===== config.mk =====
export PLATFORM = sky130hd
export DESIGN_NAME = ifu_fetch
export DESIGN_NICKNAME = d
export VERILOG_FILES = /design/src/rtl/ifu_fetch.sv
export SDC_FILE = /design/constraint.sdc
export NUM_CORES = 1
export LEC_CHECK = 0
export ABC_AREA = 1
export CAP_MARGIN = 5
export CORE_MARGIN = 5
export CORE_UTILIZATION = 55
export CTS_BUF_LIST = sky130_fd_sc_hd__clkbuf_2
export DETAILED_ROUTE_END_ITERATION = 8
export PLACE_DENSITY = 0.89
export SYNTH_ARGS = -nofsm -noshare
export SYNTH_HDL_FRONTEND = slang
export SYNTH_SLANG_ARGS = --single-unit
export TNS_END_PERCENT = 100

===== constraint.sdc =====
create_clock -name clk -period 9.35 [get_ports clk]
set_input_delay 1.87 -clock clk [delete_from_list [all_inputs] [get_ports clk]]
set_output_delay 1.87 -clock clk [all_outputs]
set_load 0.005 [all_outputs]

===== src/rtl/ifu_fetch.sv =====
// Instruction-fetch unit: PC register, single-outstanding imem request port and a
// two-entry {pc, inst} buffer that feeds the IF/ID pipeline register.
module ifu_fetch #(
  parameter int unsigned       ADDR_W   = 32,
  parameter int unsigned       INST_W   = 32,
  parameter logic [ADDR_W-1:0] RESET_PC = 32'h8000_0000,
  parameter logic [INST_W-1:0] NOP_INST = 32'h0000_0013
) (
  input  logic              clk,
  input  logic              rst_n,
  input  logic              redirect_valid,
  input  logic [ADDR_W-1:0] redirect_pc,
  input  logic              stall,
  output logic              imem_req,
  output logic [ADDR_W-1:0] imem_addr,
  input  logic              imem_gnt,
  input  logic              imem_rvalid,
  input  logic [INST_W-1:0] imem_rdata,
  output logic              if_valid,
  output logic [ADDR_W-1:0] if_pc,
  output logic [INST_W-1:0] if_inst
);

  localparam int unsigned DEPTH = 2;
  localparam int unsigned CNT_W = 2;

  logic [ADDR_W-1:0] pc_q, pc_d;
  logic [ADDR_W-1:0] fetch_pc_q, fetch_pc_d;
  logic              inflight_q, inflight_d;
  logic              kill_q, kill_d;
  logic [CNT_W-1:0]  count_q, count_d;
  logic [ADDR_W-1:0] ent_pc_q [DEPTH];
  logic [ADDR_W-1:0] ent_pc_d [DEPTH];
  logic [INST_W-1:0] ent_inst_q [DEPTH];
  logic [INST_W-1:0] ent_inst_d [DEPTH];

  logic             handshake;
  logic             push;
  logic             pop;
  logic [CNT_W-1:0] cnt_after_pop;

  // One request outstanding at most; the buffer plus in-flight slot never exceeds two.
  assign imem_req  = ~rst_n & ~redirect_valid & ~inflight_q & (count_q < CNT_W'(DEPTH));
  assign imem_addr = pc_q;
  assign handshake = imem_req & imem_gnt;

  assign if_valid = (count_q != '0);
  assign if_pc    = if_valid ? ent_pc_q[0]   : '0;
  assign if_inst  = if_valid ? ent_inst_q[0] : NOP_INST;

  assign push = imem_rvalid & ~kill_q;
  assign pop  = if_valid & ~stall;

  always_comb begin
    pc_d          = pc_q;
    fetch_pc_d    = fetch_pc_q;
    inflight_d    = inflight_q;
    kill_d        = kill_q;
    count_d       = count_q;
    ent_pc_d      = ent_pc_q;
    ent_inst_d    = ent_inst_q;
    cnt_after_pop = count_q - CNT_W'(pop);

    if (redirect_valid) begin
      // A response still owed after this cycle belongs to the old path and must be dropped.
      pc_d       = redirect_pc & ~ADDR_W'(3);
      count_d    = '0;
      inflight_d = inflight_q & ~imem_rvalid;
      kill_d     = inflight_q & ~imem_rvalid;
    end else begin
      if (imem_rvalid) begin
        inflight_d = 1'b0;
        kill_d     = 1'b0;
      end
      if (handshake) begin
        inflight_d = 1'b1;
        fetch_pc_d = pc_q;
        pc_d       = pc_q + ADDR_W'(4);
      end
      if (pop) begin
        ent_pc_d[0]   = ent_pc_q[1];
        ent_inst_d[0] = ent_inst_q[1];
      end
      if (push) begin
        ent_pc_d[cnt_after_pop[0]]   = fetch_pc_q;
        ent_inst_d[cnt_after_pop[0]] = imem_rdata;
      end
      count_d = cnt_after_pop + CNT_W'(push);
    end
  end

  always_ff @(posedge clk or posedge rst_n) begin
    if (rst_n) begin
      pc_q       <= RESET_PC;
      fetch_pc_q <= '0;
      inflight_q <= 1'b0;
      kill_q     <= 1'b0;
      count_q    <= '0;
      for (int i = 0; i < DEPTH; i++) begin
        ent_pc_q[i]   <= '0;
        ent_inst_q[i] <= NOP_INST;
      end
    end else begin
      pc_q       <= pc_d;
      fetch_pc_q <= fetch_pc_d;
      inflight_q <= inflight_d;
      kill_q     <= kill_d;
      count_q    <= count_d;
      ent_pc_q   <= ent_pc_d;
      ent_inst_q <= ent_inst_d;
    end
  end

  assert property (@(posedge clk) disable iff (rst_n) count_q <= CNT_W'(DEPTH));

endmodule


==> flow_metrics.py <==
metrics = {
    "setup_path": {
        "crit_fanout": 38,
        "worstPathRequired_ns": 7.48,
        "cpPeakStageDelay_ns": 0.45,
        "critical_path.reg2reg.startpoint": "count_q[1]$_DFF_PP0_",
        "worstPathCellList": "clkdlybuf4s50_1 -> buf_4 -> nor2_1 -> nand2_1 -> inv_1 -> clkdlybuf4s50_1",
        "criticalPathCategory": "input pin to primary output",
        "worst_setup_path_startpoint": "redirect_valid",
        "worst_setup_path_end_kind": "primary output",
        "startpoint_type": "input pin",
        "timing.reg2reg.setup_slack_ns": 5.96,
        "cp_capture_point": "imem_req",
        "worst_path_max_delay_cell": "sky130_fd_sc_hd__clkdlybuf4s50_1",
        "cp_common_cell": "sky130_fd_sc_hd__clkdlybuf4s50_1",
        "worst_r2r_path_depth": 10,
        "critical_path.reg2reg.endpoint": "ent_inst_q[32]$_DFFE_PP1N_",
        "worst_ep_arrival_time_ns": 3.38,
    },
    "drt": {
        "dr.pass1.iters": 5,
        "m1WireLength_um": 9780,
        "via_per_inst": 5.18,
        "routed_wire_length_per_instance_um": 14.4,
        "routed_wl_um": 21600,
        "dr.max_layer_used": "met4",
        "ant_nets": 0,
        "via_count": 7770,
        "initialDrtViolationCount": 509,
        "drt_drc_violations_left": 0,
        "dr_wl_met3_um": 1500,
        "wl_met2_um": 10000,
    },
    "logic_synthesis": {
        "yosys-mux-area-fraction_pct": 0,
        "ys.warnings.count": 0,
        "synth_cell_types": 32,
        "synth_compound_gate_area_share_pct": 16.7,
        "synth_edf_count": 0,
        "synth_area_um2": 9200,
        "synth_sequential_area_ratio_pct": 51.8,
        "flip_flop_cell_with_the_highest_count_after_synthesis": "sky130_fd_sc_hd__dfrtp_1",
        "ys_async_sr_fraction_pct": 100,
        "yosys.area_share.xor_xnor_pct": 0.762,
        "syn-mean-instance-area_um2": 8.07,
        "post_synthesis_instance_total": 1140,
        "yosys.area_share.simple_pct": 19.0,
        "synth_fa_ha_area_share_pct": 0.408,
        "largest_family_of_logic_cells_by_synthesized_area": "simple AND/OR/NAND/NOR gates",
        "ys_ff_latch": 190,
    },
    "hold_path": {
        "min-delay-path-class": "flip-flop to flip-flop",
    },
    "grt": {
        "grt_antenna_before_repair": 0,
        "grt.overflow.total": 0,
        "grt_first_pass_wirelength_um": 36100,
        "grt.total_usage_pct": 22.3,
        "grt_pass1_vias": 7513,
        "grt_max_degree": 117,
    },
    "timing": {
        "setup_repair_after_global_routing_missed_its_margin": "no",
        "tightestPinTransition_ns": 1.11,
        "achievable-frequency_ghz": 0.190,
        "finalCritPeriodShare_pct": 56.2,
        "final-setup-viol-count": 0,
        "final_max_slew_viol_count": 0,
        "setup_total_negative_slack_ns": 0,
        "clock_skew_ns": 0.0345,
        "timing.final.hold_violations": 0,
        "final_critical_path_time_including_i_o_delays_and_setup_ns": 5.25,
        "worst_case_headroom_to_the_max_slew_limit_pct": 25.9,
    },
    "clock_tree": {
        "h_tree_level_count": 4,
        "path_clk_slew_ns": 0.24,
        "clk_lat_worst_skew_ns": 0.74,
        "clock_sink_count": 190,
        "cts-buffers-inserted": 17,
        "cts_root_buf": "sky130_fd_sc_hd__clkbuf_2",
        "ctsResizeCount": 0,
        "clock_tree_from_tritoncts": "done",
        "holdBufCountCts": 0,
        "clockBufferDepth": 2,
        "postCtsSetupRepairBufs": 0,
    },
    "floorplan": {
        "row_count": 47,
        "fp.dieArea_um2": 19400,
        "core_region_area_um2": 16500,
        "floorplan.die.height_um": 139,
        "die_width_um": 139,
        "num_io_pins": 168,
        "initial_utilization_pct": 55.9,
    },
    "pwr": {
        "ir_drop_uv": 124,
        "p_leak_nw": 5.27,
        "p_per_area_nw_per_um2": 270,
        "fin_total_pwr_mw": 3.00,
    },
    "placed_design": {
        "port_buffers": 163,
        "placedCellCount": 1467,
        "gp_routability_congestion": 0.861,
        "hpwl_dp_um": 14500,
    },
    "cells_and_area": {
        "mostFrequentLayoutCells": "196 x sky130_fd_sc_hd__nand2_1, 188 x sky130_fd_sc_hd__inv_1, 183 x sky130_fd_sc_hd__dfrtp_1",
        "antennaDiodeCount": 0,
        "syn2layout_area_growth_pct": 20.8,
        "layout_commonest_cell": "sky130_fd_sc_hd__nand2_1",
        "postLayoutCoreUtil_pct": 67.5,
        "final-seq-area_um2": 4760,
        "nFillCells": 1363,
        "nNetsFinal": 1339,
        "ratio_of_cells_with_drive_above_1_in_the_final_layout_pct": 6.02,
        "multi_input_area_um2": 3420,
        "instances_no_fill": 1499,
    },
    "flow_run": {
        "cap_violations": 0,
    },
    "run_status": {
        "run_status": "finished clean",
    },
}
## layer usage
layer / up-vias / global-route usage, %
li1: 3866 / -
met1: 3618 / 31.4
met2: 264 / 35.6
met3: 22 / 4.94
met4: 0 / 5.46
met5: - / 0
## cell families (layout without fill, tap and decap cells)
kind of cell | Yosys count | count (layout)
compound gates | 251 | 251
buf+inv | 256 | 394
flops | 190 | 190
simple gates | 431 | 431
xor+xnor | 8 | 8
other cells | 1 | 2
fa+ha+maj | 3 | 3
## area by class of cell
class                      instances  share of cell area [%]
sequential                       190                    42.9
multi-input combinational        695                    30.8
timing repair buffer             169                    15.1
inverter                         193                    6.59
tap                              220                    2.48
clock inverter                    12                    1.22
clock buffer                      20                   0.901
## per-stage QoR
stage / hold slack (ns) / area [um^2] / worst slack, ns
after global routing: 0.508 / 11100 / 4.00
after detailed placement: 0.464 / 10900 / 4.10
after floorplan: 0.451 / 9200 / 2.32
final: 0.491 / 11100 / 4.10
after CTS: 0.492 / 11100 / 4.09
after global placement: 0.459 / 10900 / 4.11
## how the worst min path moves through the flow
stage,start,endpoint,slack (ns),depth (start not counted)
floorplan,ent_inst_q[0]$_DFFE_PP1P_,ent_inst_q[0]$_DFFE_PP1P_,0.45,2
global placement,ent_inst_q[4]$_DFFE_PP1P_,ent_inst_q[4]$_DFFE_PP1P_,0.46,2
detailed placement,ent_inst_q[1]$_DFFE_PP1P_,ent_inst_q[1]$_DFFE_PP1P_,0.46,2
CTS,ent_inst_q[1]$_DFFE_PP1P_,ent_inst_q[1]$_DFFE_PP1P_,0.49,2
global route,ent_inst_q[1]$_DFFE_PP1P_,ent_inst_q[1]$_DFFE_PP1P_,0.51,2
finish,ent_inst_q[1]$_DFFE_PP1P_,ent_inst_q[1]$_DFFE_PP1P_,0.49,2
## synth_stat cells, types with 3 or more instances
library cell | count | area, um^2
sky130_fd_sc_hd__dfstp_2 | 7 | 184
sky130_fd_sc_hd__a21oi_1 | 60 | 300
sky130_fd_sc_hd__buf_2 | 20 | 100
sky130_fd_sc_hd__buf_4 | 3 | 22.5
sky130_fd_sc_hd__xor2_1 | 6 | 52.6
sky130_fd_sc_hd__nor3_1 | 3 | 15.0
sky130_fd_sc_hd__ha_1 | 3 | 37.5
sky130_fd_sc_hd__buf_6 | 5 | 56.3
sky130_fd_sc_hd__nand3b_1 | 6 | 45.0
sky130_fd_sc_hd__o21ai_0 | 83 | 415
sky130_fd_sc_hd__dfrtp_1 | 183 | 4580
sky130_fd_sc_hd__o211ai_1 | 57 | 428
sky130_fd_sc_hd__nand4_1 | 12 | 75.1
sky130_fd_sc_hd__nor2_1 | 164 | 616
sky130_fd_sc_hd__o21ai_2 | 10 | 87.6
sky130_fd_sc_hd__nand2_1 | 196 | 736
sky130_fd_sc_hd__o21bai_1 | 3 | 22.5
sky130_fd_sc_hd__nand2_2 | 3 | 18.8
sky130_fd_sc_hd__clkbuf_1 | 33 | 124
sky130_fd_sc_hd__o211ai_2 | 10 | 125
sky130_fd_sc_hd__inv_1 | 189 | 709
sky130_fd_sc_hd__nand3_1 | 44 | 220
sky130_fd_sc_hd__o21ai_1 | 25 | 125
## flip-flops by register name, summed over array words and instances, names as in the netlist
signal      cells
kill_q          1
fetch_pc_q     30
count_q         2
ent_pc_q       62
inflight_q      1
ent_inst_q     64
imem_addr      30
## worst max-delay path: cells and delay by family
kind	cells	cell delay, ns
buffers and inverters	4	1.29
AND/OR/NAND/NOR	2	0.22
## power breakdown
group          switching (mW)  total, mW  internal [mW]
clock                   0.279      0.406          0.128
combinational           0.717       1.27          0.556
sequential              0.150       1.32           1.17
(Power assumes the default switching activity.)
